**config.mk**
```make
export PLATFORM = sky130hd
export DESIGN_NAME = ifmap_glb_stream
export DESIGN_NICKNAME = d
export VERILOG_FILES = /design/src/rtl/eyeriss_pkg.sv /design/src/rtl/ifmap_glb_stream_sync_fifo.sv /design/src/rtl/ifmap_glb_stream.sv
export SDC_FILE = /design/constraint.sdc
export NUM_CORES = 1
export LEC_CHECK = 0
export ABC_CLOCK_PERIOD_IN_PS = 4400
export BUFFER_PORTS_ARGS = -buffer_cell sky130_fd_sc_hd__clkbuf_2
export CAP_MARGIN = 0
export CORE_MARGIN = 3
export CORE_UTILIZATION = 45
export DETAILED_ROUTE_END_ITERATION = 7
export GPL_TIMING_DRIVEN = 0
export PLACE_DENSITY = 0.65
export SYNTH_ARGS = -nofsm -noshare
export SYNTH_HDL_FRONTEND = slang
export SYNTH_SLANG_ARGS = --single-unit
```
**constraint.sdc**
```tcl
create_clock -name i_clk -period 4.4 [get_ports i_clk]
set_input_delay 0.22 -clock i_clk [delete_from_list [all_inputs] [get_ports i_clk]]
set_output_delay 0.22 -clock i_clk [all_outputs]
set_load 0.005 [all_outputs]
```
**src/rtl/eyeriss_pkg.sv**
```systemverilog
// Shared constants for the ifmap datapath: word/tag widths, GLB read latency,
// tag field positions and the stream FSM state encoding.
package eyeriss_pkg;

  localparam int IFMAP_DW         = 16;
  localparam int IFMAP_TW         = 9;
  localparam int GLB_RD_LAT       = 2;
  localparam int IFMAP_FIFO_DEPTH = 8;

  // Tag layout: {row[3:0], col[4:0]}
  localparam int ROW_TAG_MSB = 8;
  localparam int ROW_TAG_LSB = 5;
  localparam int COL_TAG_MSB = 4;
  localparam int COL_TAG_LSB = 0;

  typedef enum logic [1:0] {
    ST_IDLE   = 2'd0,
    ST_STREAM = 2'd1,
    ST_DRAIN  = 2'd2,
    ST_DONE   = 2'd3
  } stream_state_e;

  // Build a tag from its row and column fields
  function automatic logic [IFMAP_TW-1:0] make_tag(input logic [3:0] row, input logic [4:0] col);
    logic [IFMAP_TW-1:0] t;
    t = '0;
    t[ROW_TAG_MSB:ROW_TAG_LSB] = row;
    t[COL_TAG_MSB:COL_TAG_LSB] = col;
    return t;
  endfunction

endpackage

```
**src/rtl/ifmap_glb_stream_sync_fifo.sv**
```systemverilog
// Synchronous FIFO with wrap-bit pointers. The head entry is read straight out of
// the register array, so a word written while empty shows up on the next cycle.
module sync_fifo #(
  parameter int W     = 25,
  parameter int DEPTH = 8
) (
  input  logic                   i_clk,
  input  logic                   i_rst,
  input  logic                   i_push,
  input  logic [W-1:0]           i_wdata,
  input  logic                   i_pop,
  output logic [W-1:0]           o_rdata,
  output logic                   o_full,
  output logic                   o_empty,
  output logic [$clog2(DEPTH):0] o_count
);
  localparam int AW = $clog2(DEPTH);

  logic [W-1:0] r_mem [DEPTH];
  logic [AW:0]  r_wr_ptr;
  logic [AW:0]  r_rd_ptr;
  logic         w_push_ok;
  logic         w_pop_ok;

  assign o_empty   = (r_wr_ptr == r_rd_ptr);
  assign o_full    = (r_wr_ptr[AW] != r_rd_ptr[AW]) && (r_wr_ptr[AW-1:0] == r_rd_ptr[AW-1:0]);
  assign o_count   = r_wr_ptr - r_rd_ptr;
  assign o_rdata   = r_mem[r_rd_ptr[AW-1:0]];
  assign w_pop_ok  = i_pop && !o_empty;
  // A pop in the same cycle frees the slot a full FIFO needs for the push
  assign w_push_ok = i_push && (!o_full || w_pop_ok);

  // Storage array: written on accepted pushes only, contents need no reset
  always_ff @(posedge i_clk) begin
    if (w_push_ok) begin
      r_mem[r_wr_ptr[AW-1:0]] <= i_wdata;
    end
  end

  // Read/write pointers; the extra MSB distinguishes full from empty
  always_ff @(posedge i_clk) begin
    if (i_rst) begin
      r_wr_ptr <= '0;
      r_rd_ptr <= '0;
    end else begin
      if (w_push_ok) r_wr_ptr <= r_wr_ptr + 1'b1;
      if (w_pop_ok)  r_rd_ptr <= r_rd_ptr + 1'b1;
    end
  end

endmodule

```
**src/rtl/ifmap_glb_stream.sv**
```systemverilog
// Realigns loader slots with the GLB read return, zero-fills pad slots, buffers
// {tag, data} words and streams them to the X-bus with almost-full backpressure
// and a pass-done pulse once everything issued has been delivered.
module ifmap_glb_stream
  import eyeriss_pkg::*;
#(
  parameter int DW     = IFMAP_DW,
  parameter int TW     = IFMAP_TW,
  parameter int RD_LAT = GLB_RD_LAT,
  parameter int DEPTH  = IFMAP_FIFO_DEPTH
) (
  input  logic          i_clk,
  input  logic          i_rst,
  input  logic          i_slot_valid,
  input  logic          i_glb_re,
  input  logic [TW-1:0] i_tag,
  input  logic [DW-1:0] i_glb_rdata,
  input  logic          i_load_done,
  output logic          o_almost_full,
  output logic          o_ifmap_valid,
  output logic [DW-1:0] o_ifmap_data,
  output logic [TW-1:0] o_ifmap_tag,
  input  logic          i_ifmap_ready,
  output logic          o_pass_done,
  output logic          o_overflow
);
  localparam int AW = $clog2(DEPTH);
  localparam int CW = AW + 1;   // FIFO count width
  localparam int SW = AW + 2;   // count + in-flight width

  logic [RD_LAT-1:0] r_vld_pipe;
  logic [RD_LAT-1:0] r_re_pipe;
  logic [RD_LAT-1:0] r_done_pipe;
  logic              r_almost_full;
  logic              r_overflow;
  stream_state_e     r_state;
  stream_state_e     w_state_next;

  logic              w_tail_vld;
  logic              w_done_tail;
  logic [TW+DW-1:0]  w_wdata;
  logic [TW+DW-1:0]  w_head;
  logic              w_full;
  logic              w_empty;
  logic [CW-1:0]     w_count;
  logic [CW-1:0]     w_count_next;
  logic [SW-1:0]     w_inflight_next;
  logic              w_pop;
  logic              w_push_ok;
  logic              w_drained_next;

  assign w_tail_vld  = r_vld_pipe[RD_LAT-1];
  assign w_done_tail = r_done_pipe[RD_LAT-1];
  // Pad slots never touched the GLB, so whatever is on rdata is replaced by zero
  assign w_wdata     = {i_tag, (r_re_pipe[RD_LAT-1] ? i_glb_rdata : DW'(0))};
  assign w_pop       = o_ifmap_valid && i_ifmap_ready;
  assign w_push_ok   = w_tail_vld && (!w_full || w_pop);

  // Alignment pipe: request-timing controls delayed to line up with rdata/tag
  always_ff @(posedge i_clk) begin
    if (i_rst) begin
      r_vld_pipe  <= '0;
      r_re_pipe   <= '0;
      r_done_pipe <= '0;
    end else begin
      r_vld_pipe[0]  <= i_slot_valid;
      r_re_pipe[0]   <= i_glb_re;
      r_done_pipe[0] <= i_load_done;
      for (int k = 1; k < RD_LAT; k++) begin
        r_vld_pipe[k]  <= r_vld_pipe[k-1];
        r_re_pipe[k]   <= r_re_pipe[k-1];
        r_done_pipe[k] <= r_done_pipe[k-1];
      end
    end
  end

  sync_fifo #(
    .W     (TW + DW),
    .DEPTH (DEPTH)
  ) u_fifo (
    .i_clk   (i_clk),
    .i_rst   (i_rst),
    .i_push  (w_tail_vld),
    .i_wdata (w_wdata),
    .i_pop   (w_pop),
    .o_rdata (w_head),
    .o_full  (w_full),
    .o_empty (w_empty),
    .o_count (w_count)
  );

  assign o_ifmap_valid = !w_empty;
  assign o_ifmap_data  = o_ifmap_valid ? w_head[DW-1:0] : '0;
  assign o_ifmap_tag   = o_ifmap_valid ? w_head[TW+DW-1:DW] : '0;
  assign o_almost_full = r_almost_full;
  assign o_overflow    = r_overflow;
  assign w_count_next  = w_count + CW'(w_push_ok) - CW'(w_pop);

  // Pipe occupancy after this edge: the new slot plus every stage not leaving the tail
  always_comb begin
    w_inflight_next = SW'(i_slot_valid);
    for (int k = 0; k < RD_LAT - 1; k++) begin
      w_inflight_next = w_inflight_next + SW'(r_vld_pipe[k]);
    end
  end

  assign w_drained_next = (w_count_next == '0) && (w_inflight_next == '0);

  // Almost-full and sticky overflow; almost-full reflects the state seen next cycle,
  // leaving exactly one free entry for the slot the loader may still issue
  always_ff @(posedge i_clk) begin
    if (i_rst) begin
      r_almost_full <= 1'b0;
      r_overflow    <= 1'b0;
    end else begin
      r_almost_full <= (SW'(w_count_next) + w_inflight_next) >= SW'(DEPTH - 1);
      if (w_tail_vld && w_full && !w_pop) begin
        r_overflow <= 1'b1;
      end
    end
  end

  // Pass FSM state register
  always_ff @(posedge i_clk) begin
    if (i_rst) begin
      r_state <= ST_IDLE;
    end else begin
      r_state <= w_state_next;
    end
  end

  // Pass FSM next state and pass-done output; drained checks use post-edge
  // occupancy so the pulse lands the cycle after the final pop
  always_comb begin
    w_state_next = r_state;
    o_pass_done  = 1'b0;
    case (r_state)
      ST_IDLE: begin
        if (i_slot_valid) w_state_next = ST_STREAM;
      end
      ST_STREAM: begin
        if (w_done_tail) w_state_next = w_drained_next ? ST_DONE : ST_DRAIN;
      end
      ST_DRAIN: begin
        if (w_drained_next) w_state_next = ST_DONE;
      end
      ST_DONE: begin
        o_pass_done  = 1'b1;
        // A slot issued during the pulse already belongs to the next pass
        w_state_next = i_slot_valid ? ST_STREAM : ST_IDLE;
      end
      default: w_state_next = ST_IDLE;
    endcase
  end

endmodule

```
[Yosys cells after proc, flatten, opt, wreduce, memory -nomap -nowiden]
Memories as Yosys holds them, arrays and structs flattened. A register that Yosys moved wholly into a read port is not among the register bits.
Index checks and enable logic that the tools add are counted.
Storage, ports and cells
  bits in latches: 0
  output and inout bits: 29
  memories kept: 1
  memory bits (read-only): 0
  flip-flop bits (word level): 18
  logic and storage cells: 57
  RAM bits: 200
Memory list
  u_fifo.r_mem: words 8, width 25, read ports 1, clocked after memory_dff 1, wr ports 1, RTL line ifmap_glb_stream_sync_fifo.sv:19  | logic [W-1:0] r_mem [DEPTH];
Operators by class
  bitwise gates (word level): 0
  reductions and logical operators: 17
  order comparisons: 1
  shifts and indexed selects: 0
  multiplexer cells: 14
  $add $sub $neg: 7
  divide/modulo/power cells: 0
  equal/unequal tests: 9
  multipliers: 0
Operators by type and width (count)
  16-bit 2-to-1 mux: 2
  9-bit 2-to-1 mux: 1
  4-bit by 1-bit adder with 4-bit output, second input constant: 2
  1-bit logical AND: 8
  2-bit case mux with 4 select lines: 1
  2-bit 2-to-1 mux: 3
  3-bit 2-to-1 mux: 2
  2-bit != test, second input constant: 3
  4-bit by 2-bit adder with 5-bit output: 1
  5-bit by 3-bit >= comparator with 1-bit output, second input constant: 1
  5-bit zero test: 1
  1-bit 2-to-1 mux: 5
  4-bit by 1-bit adder with 4-bit output: 1
  2-bit equality test, second input constant: 2
  4-bit equality test: 1
  4-bit zero test: 1
  4-bit by 1-bit subtractor with 4-bit output: 1
  4-bit subtractor: 1
  3-bit equality test: 1
  1-bit zero test: 3
  3-bit AND reduction: 1
  1-bit by 1-bit adder with 2-bit output: 1
  2-bit by 1-bit equality test with 1-bit output, second input constant: 1
  2-bit zero test: 1
  2 further kinds: 3

[Logic depth before layout (Yosys ltp)]
Gate-level depths: netlist (run 1).
  depth in word-level cells: 12
  mapped depth: 17

[By module]
Synthesis (run 1) repeated with hierarchy kept, for this count alone.
Unflattened totals
  cell total of the unflattened synthesis: 481
  area total of the unflattened synthesis: 9260.1 um2
By module, submodules not included
  sync_fifo: seq. area each 6226.0 um2, cells an instance 364, area each 8296.7 um2, times used 1
  ifmap_glb_stream: seq. area each 200.2 um2, cells an instance 117, area each 963.4 um2, times used 1

[Worst setup path after synthesis (run 1)]
No wires, ideal clock.
  path kind: register to register
  from: reg u_fifo.r_wr_ptr[2]
  to: reg r_state[0]
  cell stages (with the launch flop): 18
  arrival: 4.247 ns
  slack: 0.093 ns
  setup time: 0.061 ns
  data required time: 4.339 ns
  path through: dfxtp_1 clkbuf_1 inv_1 ha_1 and3_4 and2_1 buf_6 inv_4 nand2_4 fa_1 fa_1 ha_1 fa_1 xnor3_1 xnor2_1 nand4_1 a222oi_1 o221a_1
On the way
  word-level cells in the longest chain between the ends: 12
RTL lines
  start, declared: RTL line ifmap_glb_stream_sync_fifo.sv:20  | logic [AW:0] r_wr_ptr;
  start signal, assigned: RTL line ifmap_glb_stream_sync_fifo.sv:46  | if (w_push_ok) r_wr_ptr <= r_wr_ptr + 1'b1;
  4-bit equality test *: RTL line ifmap_glb_stream_sync_fifo.sv:25  | assign o_empty = (r_wr_ptr == r_rd_ptr);
  1-bit zero test *: RTL line ifmap_glb_stream.sv:92  | assign o_ifmap_valid = !w_empty;
  net o_ifmap_valid: RTL line ifmap_glb_stream.sv:20  | output logic o_ifmap_valid,
  1-bit logical AND *: RTL line ifmap_glb_stream.sv:56  | assign w_pop = o_ifmap_valid && i_ifmap_ready;
  1-bit logical OR: RTL line ifmap_glb_stream.sv:57  | assign w_push_ok = w_tail_vld && (!w_full || w_pop);
  1-bit logical AND: RTL line ifmap_glb_stream.sv:57
  4-bit by 1-bit adder with 4-bit output: RTL line ifmap_glb_stream.sv:97  | assign w_count_next = w_count + CW'(w_push_ok) - CW'(w_pop);
  4-bit by 1-bit subtractor with 4-bit output *: RTL line ifmap_glb_stream.sv:97
  4-bit zero test *: RTL line ifmap_glb_stream.sv:107  | assign w_drained_next = (w_count_next == '0) && (w_inflight_next == '0);
  1-bit logical AND *: RTL line ifmap_glb_stream.sv:107
  1-bit 2-to-1 mux: RTL line ifmap_glb_stream.sv:142  | if (w_done_tail) w_state_next = w_drained_next ? ST_DONE : ST_DRAIN;
  2-bit 2-to-1 mux: RTL line ifmap_glb_stream.sv:142
  2-bit case mux with 4 select lines: RTL line ifmap_glb_stream.sv:137  | case (r_state)
  end signal, assigned: RTL line ifmap_glb_stream.sv:128  | r_state <= w_state_next;
  end, declared: RTL line ifmap_glb_stream.sv:36  | stream_state_e r_state;
The timed path passes the listed nets; every way through them passes the cells marked *. The select of a mux whose other input is x is not followed.
A chain may end at the register's enable or synchronous reset.

[Worst setup path in the final report (run 1)]
  from: reg u_fifo.r_wr_ptr[2]
  to: reg r_state[0]
On the way
  word-level cells in the longest chain between the ends: 12
RTL lines (RTL line)
  4-bit equality test / 3-bit equality test (equally long branches): ifmap_glb_stream_sync_fifo.sv:25, ifmap_glb_stream_sync_fifo.sv:26
  1-bit zero test / 1-bit logical AND (equally long branches): ifmap_glb_stream.sv:92, ifmap_glb_stream_sync_fifo.sv:26
  1-bit logical AND / 1-bit zero test (equally long branches): ifmap_glb_stream.sv:56, ifmap_glb_stream.sv:57
  1-bit logical OR: ifmap_glb_stream.sv:57
  1-bit logical AND: ifmap_glb_stream.sv:57
  4-bit by 1-bit adder with 4-bit output: ifmap_glb_stream.sv:97
  4-bit by 1-bit subtractor with 4-bit output *: ifmap_glb_stream.sv:97
  4-bit zero test *: ifmap_glb_stream.sv:107
  1-bit logical AND *: ifmap_glb_stream.sv:107
  1-bit 2-to-1 mux: ifmap_glb_stream.sv:142
  2-bit 2-to-1 mux: ifmap_glb_stream.sv:142
  2-bit case mux with 4 select lines: ifmap_glb_stream.sv:137
Every way passes the cells marked *; elsewhere a longest branch is shown, timed or not. The select of a mux whose other input is x is not followed.

==> results of run 1 <==
-- state kept, by name, indices dropped and copies added (netlist names), 2 cells and up, named ones only --
name,flops
r_state,2
r_re_pipe,2
r_done_pipe,2
u_fifo.r_mem,200
r_vld_pipe,2
u_fifo.r_wr_ptr,4
u_fifo.r_rd_ptr,4
-- metrics by stage --
stage / cell area [um^2] / total power (uW) / setup TNS, ns
after floorplan: 8860 / 2750 / 0
after global routing: 10500 / 4970 / -0.0109
after detailed placement: 9710 / 2940 / -1.43
after global placement: 9480 / 2910 / -142.59
after CTS: 10500 / 4840 / 0
final: 10500 / 4780 / 0
-- logic make-up (layout without fill, tap and decap cells) --
| kind of cell | count (synthesis) | after routing | synth area share [%] |
|---|---|---|---|
| flip-flops | 221 | 221 | 72.5 |
| AND/OR/NAND/NOR | 84 | 84 | 4.67 |
| multiplexers | 79 | 79 | 16.0 |
| buffers and inverters | 38 | 160 | 1.88 |
| adder cells (fa/ha/maj) | 18 | 18 | 2.88 |
| AO/OA/AOI/OAI | 12 | 12 | 0.960 |
| XOR/XNOR | 10 | 10 | 1.14 |
-- power by group through the flow --
| stage | Combinational, uW | Sequential, uW | Clock, uW |
|---|---|---|---|
| 2_1_floorplan | 391 | 2360 | 0 |
| 4_1_cts | 594 | 2320 | 1920 |
| 3_3_place_gp | 547 | 2370 | 0 |
| 5_1_grt | 646 | 2320 | 2000 |
| 3_5_place_dp | 575 | 2370 | 0 |
| 6_report | 583 | 2320 | 1880 |
-- repair_timing --
action                                  CTS  global route
endpoints found under the setup margin    3             2
pin swaps                                 3             2
gates resized for setup                   5             1
hold buffers                              5             0
setup buffers                             2             2
endpoints found under the hold margin    21             0
-- final timing paths --
| path | to | slack (ns) | cells after the start |
|---|---|---|---|
| worst max-delay path | r_state[0] | 0.20 | 17 |
| worst min-delay path | u_fifo.r_mem[2][21] | 0.02 | 1 |
| worst max register to register | r_state[0] | 0.20 | 17 |
| worst min register to register | r_re_pipe[1] | 0.44 | 1 |
-- per-layer routing --
metal	up-vias	routed length (um)	GRT usage (%)
met3	24	1090	3.04
li1	2019	-	-
met1	2245	6740	20.8
met2	119	8780	28.2
met4	0	354	4.99
met5	-	0	0
-- cells in the final DEF, fill, tap and decap left out, drive strengths merged, types with 8 or more instances in the layout --
| cell | netlist | layout |
|---|---|---|
| buf | 11 | 31 |
| inv | 13 | 13 |
| mux4 | 50 | 50 |
| mux2i | 29 | 29 |
| ha | 14 | 14 |
| clkbuf | 13 | 96 |
| nand2 | 8 | 8 |
| dfxtp | 21 | 21 |
| nor2 | 39 | 39 |
| and2 | 17 | 17 |
| xnor2 | 8 | 8 |
| edfxtp | 200 | 200 |
| clkinv | 1 | 9 |
-- Yosys cell counts, drive strengths merged --
cell    instances  area share [%]
a211o           1           0.099
a211oi          1           0.085
a21boi          1           0.085
a21oi           4            0.23
a222oi          1            0.11
a31o            1           0.099
a31oi           1           0.071
and2           17             1.2
and3            1            0.13
buf            11            0.71
clkbuf         13            0.55
clkinv          1           0.042
dfxtp          21             4.7
edfxtp        200              68
fa              4            0.90
ha             14             2.0
inv            13            0.58
mux2i          29             3.3
mux4           50              13
nand2           8            0.42
nand2b          2            0.14
nand3           2            0.11
nand3b          1           0.085
nand4           2            0.14
nor2           39             1.7
nor2b           6            0.42
nor3            4            0.23
nor4            1           0.071
o21ai           1           0.056
o221a           1            0.13
or3             1           0.071
xnor2           8            0.79
xnor3           1            0.25
xor2            1           0.099
-- cell type report --
cell class / count / area [um^2] / area share [%]
tap: 260 / 325 / 3.08
clock inverter: 14 / 154 / 1.46
buffer: 23 / 108 / 1.02
inverter: 14 / 56.3 / 0.534
sequential: 221 / 6430 / 61.0
multi-input combinational: 203 / 2340 / 22.2
timing repair buffer: 83 / 552 / 5.23
clock buffer: 26 / 587 / 5.56
==> results.md, run 1 <==
- Largest net degree at the start of global routing: 26
- Clock share of power: 39.2%
- Number of sinks handled by clock tree synthesis: 221
- Worst-case setup slack after placement: -0.647 ns
- Crit Reg-Reg Startpoint: u_fifo.r_wr_ptr[2]
- Most prevalent standard cell on the critical path: sky130_fd_sc_hd__fa_1
- Maximum level of the CTS H-tree: 1
- Core area: 19,000 um^2
- Final count of pins violating max slew: 0
- Final worst hold slack: 0.0213 ns
- Cell at the slowest stage of the critical path: sky130_fd_sc_hd__fa_1
- Sequential share of power: 48.6%
- Non-filler cells, final: 844
- Total standard cell area after synthesis: 8860 um^2
- Post-Route Skew: 0.00734 ns
- Leftover overflow at the end of global routing: 0
- Final clock period utilization by the worst path: 95.5%
- Total setup violations reported at the end of the flow: 0
- Critical path cell sequence: inv_1, ha_2, and3_4, and2_1, buf_6, inv_4, nand2_4, fa_1, fa_1, ha_1, fa_1, xnor3_1, xnor2_2, nand4_1, a222oi_1, buf_4, o221a_1
- Worst-path clk slew: 0.06 ns
- Starting DRT DRC Count: 189
- Starting density of the core: 46.6%
- Crit-path max cell delay: 0.46 ns
- Wire per inst: 20.1 um
- Via-to-Cell Ratio: 5.22
- Timing startpoint of the critical path: u_fifo.r_wr_ptr[2]
- Power density cells: 453 nW/um^2
- Clock tree from TritonCTS: built
- Maximum clock frequency: 0.238 GHz
- Buffer levels on the longest clock path: 3
- Worst voltage drop across the vdd grid: 0.334 mV
- Fraction of power consumed by combinational cells: 12.2%
- Clock root buffer: sky130_fd_sc_hd__clkbuf_16
- Min-Delay Startpoint: i_tag[5]
- Distinct cell type count after synthesis: 39
- Number of placed instances with taps included: 796
- Worst endpoint required time: 4.83 ns
- Count of state elements after synthesis: 221
- Category of the worst setup path capture point: flop
- Final cell utilization of the core: 55.5%
- Avg Inst Size Synth: 19.2 um^2
- Die ar.: 21,400 um^2
- Cell internal power dissipation: 3730 uW
- Startpoint types: flop
- Number of port buffers: 58
- Count of mapped cells out of synthesis: 462
- Net Count, Synth: 511
- Leak: 0.00360 uW
- Biggest fanout along the worst timing path: 8
- Relative max-transition margin: 37.1%
- Maximum Capacitance Violations: 0
- Pre-Repair DR Iteration Count: 5
- Result of the run: finished, final reports clean
- Part of the Yosys area used for sequential elements: 72.5%
- Number of vias in the routed layout: 4,407
- Synthesis-to-layout area growth: 19.0%
- Worst Slack Setup Final: 0.196 ns
- Die X: 146 um
- Die height: 146 um
- Buffers plus inverters on the worst setup path: 4
- Residual DRC count: 0
- Family of cells with the greatest summed delay on the critical path: adder cells
- N_diodes: 0
- Arr. time, crit path: 4.63 ns
- Overall fraction of global-route tracks in use: 16.2%
- Last weighted congestion value of the routability-driven placer: 0.744
- Wire length of the first global-routing pass: 27,000 um
- Net total in the final layout: 617
- Via count of the first global-routing pass: 4,818
- Shortest period the worst path allows: 4.20 ns
- Worst Path Class, Setup: flop to flop
- Latest clock arrival within the worst-skew pair: 0.49 ns
- Worst min-delay path category: input port to flop
- Switching portion of total power: 22.1%
- Count of antenna-violating nets left after detailed routing: 0
- Final routed wirelength across all metal layers: 17,000 um
- Share of layout cells above drive strength 1: 32.2%
- Placement Rows: 50
- Antenna violations before repair: 0
- Psw: 1060 uW
- Number of fill cells in the layout: 1,500
- YS warnings: 0
- Final Hold Violating Endpoints: 0
- Number of placed I/O pins: 60
- Number of buffers inserted during clock tree synthesis: 22
- Slew at the pin closest to its max-slew limit: 0.938 ns
- Hpwl dp: 11,100 um
Power figures use the tool's default switching activity.
==> run 2, diff against run 1 <==
--- a/config.mk
+++ b/config.mk
@@ -9,10 +9,10 @@
 export BUFFER_PORTS_ARGS = -buffer_cell sky130_fd_sc_hd__clkbuf_2
 export CAP_MARGIN = 0
 export CORE_MARGIN = 3
-export CORE_UTILIZATION = 45
+export CORE_UTILIZATION = 40
 export DETAILED_ROUTE_END_ITERATION = 7
 export GPL_TIMING_DRIVEN = 0
-export PLACE_DENSITY = 0.65
+export PLACE_DENSITY = 0.59
 export SYNTH_ARGS = -nofsm -noshare
 export SYNTH_HDL_FRONTEND = slang
 export SYNTH_SLANG_ARGS = --single-unit
==> run 2 against run 1 <==
  * Setup slack got worse by 0.0083 ns
  * Highest routed layer unchanged
  * Largest cell class unchanged
  * Clock skew grew 0.0022 ns
  * Final cell count is 2.5% higher
  * Hold slack better by 0.0072 ns
==> results.md, run 2 (synthesis results as in run 1) <==
- Result of the run: finished, final reports clean
- Final-layout setup total negative slack: 0 ns
- Number of vias in the routed layout: 4,404
- Worst-case reg-to-reg path depth: 17
- Post-Route Skew: 0.00956 ns
- Startpoint types: flop
- Final worst hold slack: 0.0285 ns
- N_diodes: 0
- Count of antenna-violating nets left after detailed routing: 0
- Number of fill cells in the layout: 1,830
- Worst min-delay path category: input port to flop
- Last weighted congestion value of the routability-driven placer: 0.720
- Clock root buffer: sky130_fd_sc_hd__clkbuf_16
- Via-to-Cell Ratio: 5.09
- Worst min-delay path endpoint: u_fifo.r_mem[0][17]
- Number of placed I/O pins: 60
- Commonest non-fill, non-tap cells in the layout: 200 x sky130_fd_sc_hd__edfxtp_1, 58 x sky130_fd_sc_hd__clkbuf_2, 50 x sky130_fd_sc_hd__mux4_2
- Crit Reg-Reg Startpoint: u_fifo.r_wr_ptr[2]
- Buffer levels on the longest clock path: 3
- Starting density of the core: 41.4%
- Maximum clock frequency: 0.237 GHz
- Arr. time, crit path: 4.62 ns
- Hpwl dp: 11,400 um
- Category of the worst setup path capture point: flop
- Maximum Capacitance Violations: 0
- Commonest non-fill, non-tap cell in the layout: sky130_fd_sc_hd__edfxtp_1
- Final cell area excluding filler cells: 10,600 um^2
- Worst endpoint required time: 4.81 ns
- Net total in the final layout: 623
- Unrepaired setup endpoints after global routing: false
- Biggest fanout along the worst timing path: 8
- Worst-path clk slew: 0.06 ns
- Die X: 155 um
- Pre-Repair DR Iteration Count: 4
- Worst Path Class, Setup: flop to flop
- Clock tree from TritonCTS: built
- Placement Rows: 53
- Via count of the first global-routing pass: 4,709
- Leftover overflow at the end of global routing: 0
- Leak: 0.00362 uW
- Number of port buffers: 58
- Slew at the pin closest to its max-slew limit: 0.962 ns
- Die height: 155 um
- Latest clock arrival within the worst-skew pair: 0.49 ns
- Shortest period the worst path allows: 4.21 ns
- Min-Delay Startpoint: i_tag[1]
- Core area: 21,400 um^2
- Final clock period utilization by the worst path: 95.7%
- Timing startpoint of the critical path: u_fifo.r_wr_ptr[2]
- Final cell utilization of the core: 49.4%
- Synthesis-to-layout area growth: 19.4%
- Capturing point of the worst reg2reg path: r_state[1]
- Final Hold Violating Endpoints: 0
- Number of buffers inserted during clock tree synthesis: 23
- Relative max-transition margin: 35.3%
- Maximum level of the CTS H-tree: 1
- Residual DRC count: 0
- Number of sinks handled by clock tree synthesis: 221
- Power density cells: 441 nW/um^2
- Wire length of the first global-routing pass: 26,800 um
- Share of layout cells above drive strength 1: 31.7%
- Worst voltage drop across the vdd grid: 0.320 mV
- Wire per inst: 20.0 um
- Final routed wirelength across all metal layers: 17,300 um
- Cell count of the worst hold path: 1
- Final count of pins violating max slew: 0
- Die ar.: 24,000 um^2
- Flip-flop count of the largest register, all copies and words added: 200
- Internal reg-to-reg setup slack: 0.19 ns
- Tot Pwr: 4660 uW
- Largest net degree at the start of global routing: 26
- Overall fraction of global-route tracks in use: 14.6%
- Placed Area: 9740 um^2
- Total setup violations reported at the end of the flow: 0
- Starting DRT DRC Count: 296
- Antenna violations before repair: 0
-- run 2: cell types whose count changed in the layout (fill, tap and decap cells not counted), sizes merged --
| cell | before | now |
|---|---|---|
| clkinvlp | 3 | 0 |
| bufinv | 3 | 1 |
| buf | 31 | 32 |
| dlygate4sd3 | 5 | 9 |
| clkinv | 9 | 14 |
| clkbuf | 96 | 97 |
-- run 2: power breakdown --
| part | total, uW | switching [uW] | internal (uW) |
|---|---|---|---|
| registers | 2320 | 17.2 | 2310 |
| logic | 584 | 291 | 293 |
| clock network | 1760 | 740 | 1020 |
-- run 2: timing repair --
item,CTS,global route
buffers inserted,2,3
setup endpoints to repair,3,2
cloned,0,0
hold buffers,9,0
endpoints found under the hold margin,58,0
pin swaps,3,3
gates resized for setup,6,0
-- run 2: area by class of cell --
class,instances,area [um^2],share of cell area (%)
Tap cell,275,344,3.25
Clock inverter,14,97.6,0.922
Clock buffer,27,591,5.58
Multi-Input combinational cell,203,2350,22.2
Sequential cell,221,6430,60.8
Timing Repair Buffer,88,611,5.77
Buffer,23,108,1.02
Inverter,14,56.3,0.532
-- run 2: worst max-delay path by stage --
stage                     endpoint  slack [ns]  depth (start not counted)
2_1_floorplan           r_state[0]        0.09                         17
3_3_place_gp   u_fifo.r_mem[0][10]       -2.36                          7
3_5_place_dp            r_state[1]       -0.63                         16
4_1_cts                 r_state[1]        0.16                         17
5_1_grt                 r_state[1]        0.03                         17
6_report                r_state[1]        0.19                         17
-- run 2: worst max-delay path: stages (launching register included) --
cell and delay, ns:
sky130_fd_sc_hd__dfxtp_4 0.35, sky130_fd_sc_hd__inv_1 0.12, sky130_fd_sc_hd__ha_4 0.23, sky130_fd_sc_hd__and3_4 0.17, sky130_fd_sc_hd__and2_1 0.16, sky130_fd_sc_hd__buf_6 0.15, sky130_fd_sc_hd__inv_4 0.07, sky130_fd_sc_hd__nand2_4 0.08
sky130_fd_sc_hd__fa_1 0.46, sky130_fd_sc_hd__fa_1 0.47, sky130_fd_sc_hd__ha_1 0.22, sky130_fd_sc_hd__fa_1 0.37, sky130_fd_sc_hd__xnor3_1 0.22, sky130_fd_sc_hd__xnor2_2 0.16, sky130_fd_sc_hd__nand4_1 0.15, sky130_fd_sc_hd__a222oi_1 0.36
sky130_fd_sc_hd__buf_4 0.19, sky130_fd_sc_hd__mux2i_1 0.19
-- run 2: stage by stage --
step,instances,worst slack [ns]
final,865,0.188
after global routing,865,0.0344
after CTS,862,0.162
after detailed placement,811,-0.632
after global placement,795,-2.36
after floorplan,462,0.0927
-- run 2: per-layer routing --
layer	global-route usage, %	vias up	part of all wire, %
met2	25.6	95	52
met4	3.28	0	1.3
met5	0	-	0
met3	2.50	18	4.8
met1	19.3	2261	42
li1	-	2030	-
==> run 3, diff against run 2 <==
--- a/config.mk
+++ b/config.mk
@@ -5,14 +5,14 @@
 export SDC_FILE = /design/constraint.sdc
 export NUM_CORES = 1
 export LEC_CHECK = 0
-export ABC_CLOCK_PERIOD_IN_PS = 4400
+export ABC_CLOCK_PERIOD_IN_PS = 4100
 export BUFFER_PORTS_ARGS = -buffer_cell sky130_fd_sc_hd__clkbuf_2
 export CAP_MARGIN = 0
 export CORE_MARGIN = 3
 export CORE_UTILIZATION = 40
 export DETAILED_ROUTE_END_ITERATION = 7
 export GPL_TIMING_DRIVEN = 0
-export PLACE_DENSITY = 0.59
+export PLACE_DENSITY = 0.57
 export SYNTH_ARGS = -nofsm -noshare
 export SYNTH_HDL_FRONTEND = slang
 export SYNTH_SLANG_ARGS = --single-unit
==> constraint.sdc (replaced) <==
create_clock -name i_clk -period 4.1 [get_ports i_clk]
set_input_delay 0.205 -clock i_clk [delete_from_list [all_inputs] [get_ports i_clk]]
set_output_delay 0.205 -clock i_clk [all_outputs]
set_load 0.005 [all_outputs]
==> run 3 against run 2 <==
  * Die area is the same
  * Critical path depth grew 1
  * Sequential power grew 7%
  * Sequential share of layout area shrank 1.4 points
  * Critical path type unchanged
  * Critical endpoint unchanged
==> results.md, run 3 (synthesis results as in run 1) <==
- Number of sinks handled by clock tree synthesis: 221
- Total setup violations reported at the end of the flow: 0
- Number of buffers inserted during clock tree synthesis: 24
- Slew at the pin closest to its max-slew limit: 1.00 ns
- Number of vias in the routed layout: 4,469
- Starting DRT DRC Count: 247
- Number of port buffers: 58
- Maximum level of the CTS H-tree: 1
- Worst-path clk slew: 0.06 ns
- Sequential share of power: 46.9%
- Biggest fanout along the worst timing path: 7
- Capturing point of the worst reg2reg path: r_state[1]
- Internal reg-to-reg setup slack: 0.20 ns
- Timing startpoint of the critical path: u_fifo.r_wr_ptr[2]
- Last weighted congestion value of the routability-driven placer: 0.773
- Core area: 21,400 um^2
- Power density cells: 491 nW/um^2
- Placement Rows: 53
- Die height: 155 um
- Post-Route Skew: 0.00948 ns
- Logic depth of the worst path, buffers included: 18
- Relative max-transition margin: 33.0%
- Psw: 1140 uW
- Clock root buffer: sky130_fd_sc_hd__clkbuf_16
- Cell internal power dissipation: 4180 uW
- Commonest non-fill, non-tap cell in the layout: sky130_fd_sc_hd__edfxtp_1
- Min-Delay Startpoint: i_ifmap_ready
- Clock share of power: 40.9%
- Die ar.: 24,000 um^2
- Overall fraction of global-route tracks in use: 14.8%
- Buffers plus inverters on the worst setup path: 5
- Cell at the slowest stage of the critical path: sky130_fd_sc_hd__fa_1
- Antenna violations before repair: 0
- Worst-case setup slack after placement: -0.535 ns
- Starting density of the core: 41.4%
- Final cell utilization of the core: 50.6%
- Worst Path Class, Setup: flop to flop
- Commonest non-fill, non-tap cells in the layout: 200 x sky130_fd_sc_hd__edfxtp_1, 58 x sky130_fd_sc_hd__clkbuf_2, 50 x sky130_fd_sc_hd__mux4_2
- Largest net degree at the start of global routing: 21
- Buffer levels on the longest clock path: 3
- Timing endpoint of the critical path: r_state[1]
- Number of placed I/O pins: 60
- Result of the run: finished, final reports clean
- Wire length of the first global-routing pass: 27,200 um
- Final clock period utilization by the worst path: 95.2%
- Worst voltage drop across the vdd grid: 0.266 mV
- Worst-case reg-to-reg path depth: 18
- Flip-flop count of the largest register, all copies and words added: 200
- Crit-path max cell delay: 0.48 ns
- Clock tree from TritonCTS: built
- Fraction of power consumed by combinational cells: 12.2%
- Via-to-Cell Ratio: 5.09
- Startpoint types: flop
- Maximum clock frequency: 0.256 GHz
- Worst min-delay path category: input port to flop
- Count of antenna-violating nets left after detailed routing: 0
- Wire per inst: 20.1 um
- Final Hold Violating Endpoints: 0
- Pre-Repair DR Iteration Count: 6
- Crit Reg-Reg Startpoint: u_fifo.r_wr_ptr[2]
- Maximum Capacitance Violations: 0
- Synthesis-to-layout area growth: 22.2%
- Category of the worst setup path capture point: flop
- Arr. time, crit path: 4.34 ns
- Latest clock arrival within the worst-skew pair: 0.50 ns
- Final routed wirelength across all metal layers: 17,700 um
- Residual DRC count: 0
- Worst Slack Setup Final: 0.196 ns
- Final count of pins violating max slew: 0
- Family of cells with the greatest summed delay on the critical path: adder cells
- Shortest period the worst path allows: 3.90 ns
- Share of layout cells above drive strength 1: 33.3%
- Net total in the final layout: 635
- Leak: 0.00372 uW
- Via count of the first global-routing pass: 4,772
- Leftover overflow at the end of global routing: 0
- Worst endpoint required time: 4.53 ns
- Final-layout setup total negative slack: 0 ns
- N_diodes: 0
- Hpwl dp: 11,600 um
- Switching portion of total power: 21.5%
- Die X: 155 um
- Critical path cell sequence: buf_8, inv_4, ha_4, and3_4, and2_1, buf_6, inv_4, nand2_4, fa_2, fa_1, ha_2, fa_2, xnor3_1, xnor2_2, nand4_1, a222oi_1, buf_4, mux2i_1
==> run 3: cell types whose count changed in the layout (fill, tap and decap cells not counted), sizes merged <==
| cell | delta |
|---|---|
| clkbuf | +4 |
| clkinvlp | +1 |
| clkinv | -8 |
| bufinv | +3 |
| inv | +2 |
| buf | +8 |
| dlygate4sd3 | +3 |
==> run 3: how the worst min path moves through the flow <==
stage / endpoint / cells after the start
2_1_floorplan: u_fifo.r_mem[0][16] / 0
3_3_place_gp: r_done_pipe[0] / 2
3_5_place_dp: r_done_pipe[0] / 2
4_1_cts: u_fifo.r_rd_ptr[0] / 4
5_1_grt: u_fifo.r_rd_ptr[0] / 4
6_report: u_fifo.r_rd_ptr[0] / 4
==> run 3: power groups by stage <==
stage / clock network, uW / logic [uW] / registers [uW]
after floorplan: 0 / 417 / 2540
after global placement: 0 / 589 / 2540
after detailed placement: 0 / 618 / 2540
after CTS: 2230 / 650 / 2490
after global routing: 2340 / 720 / 2500
final: 2180 / 651 / 2490
==> run 3: per-stage QoR <==
step | std cells | hold WS, ns | cell area, um^2 | total power, uW
finish | 878 | 0.108 | 10800 | 5320
floorplan | 462 | 0.304 | 8870 | 2950
global route | 878 | 0.122 | 10800 | 5550
detailed placement | 811 | 0.423 | 9770 | 3160
CTS | 869 | 0.104 | 10800 | 5370
global placement | 795 | 0.421 | 9510 | 3130
==> run 3: per-layer routing <==
| metal | vias to the layer above | global-route usage (%) | part of all wire (%) |
|---|---|---|---|
| li1 | 2061 | - | - |
| met1 | 2308 | 19.6 | 43 |
| met5 | - | 0 | 0 |
| met3 | 22 | 2.42 | 3.4 |
| met4 | 0 | 3.45 | 1.6 |
| met2 | 78 | 26.0 | 52 |
==> run 3: what timing repair did <==
item,4_1_cts,5_1_grt
buffers inserted,3,9
endpoints found under the hold margin,75,0
hold buffers,12,0
pin swaps,3,7
endpoints found under the setup margin,3,2
resized for setup,8,7
==> run 3: area by class of cell <==
class                   instances  area [um^2]
inverters                      14         60.1
clock buffers                  31          648
clock inverters                12          165
repair buffers                 98          707
well taps                     275          344
flip-flops and latches        221         6430
fillers                      1773        10600
plain buffers                  24          123
multi-input cells             203         2360
==> run 3: worst min-delay path: cells and delay by family <==
kind	cells	cell delay, ns
xor gates and xnor gates	1	0.07
buffers and inverters	1	0.13
and+or+nand+nor	2	0.17
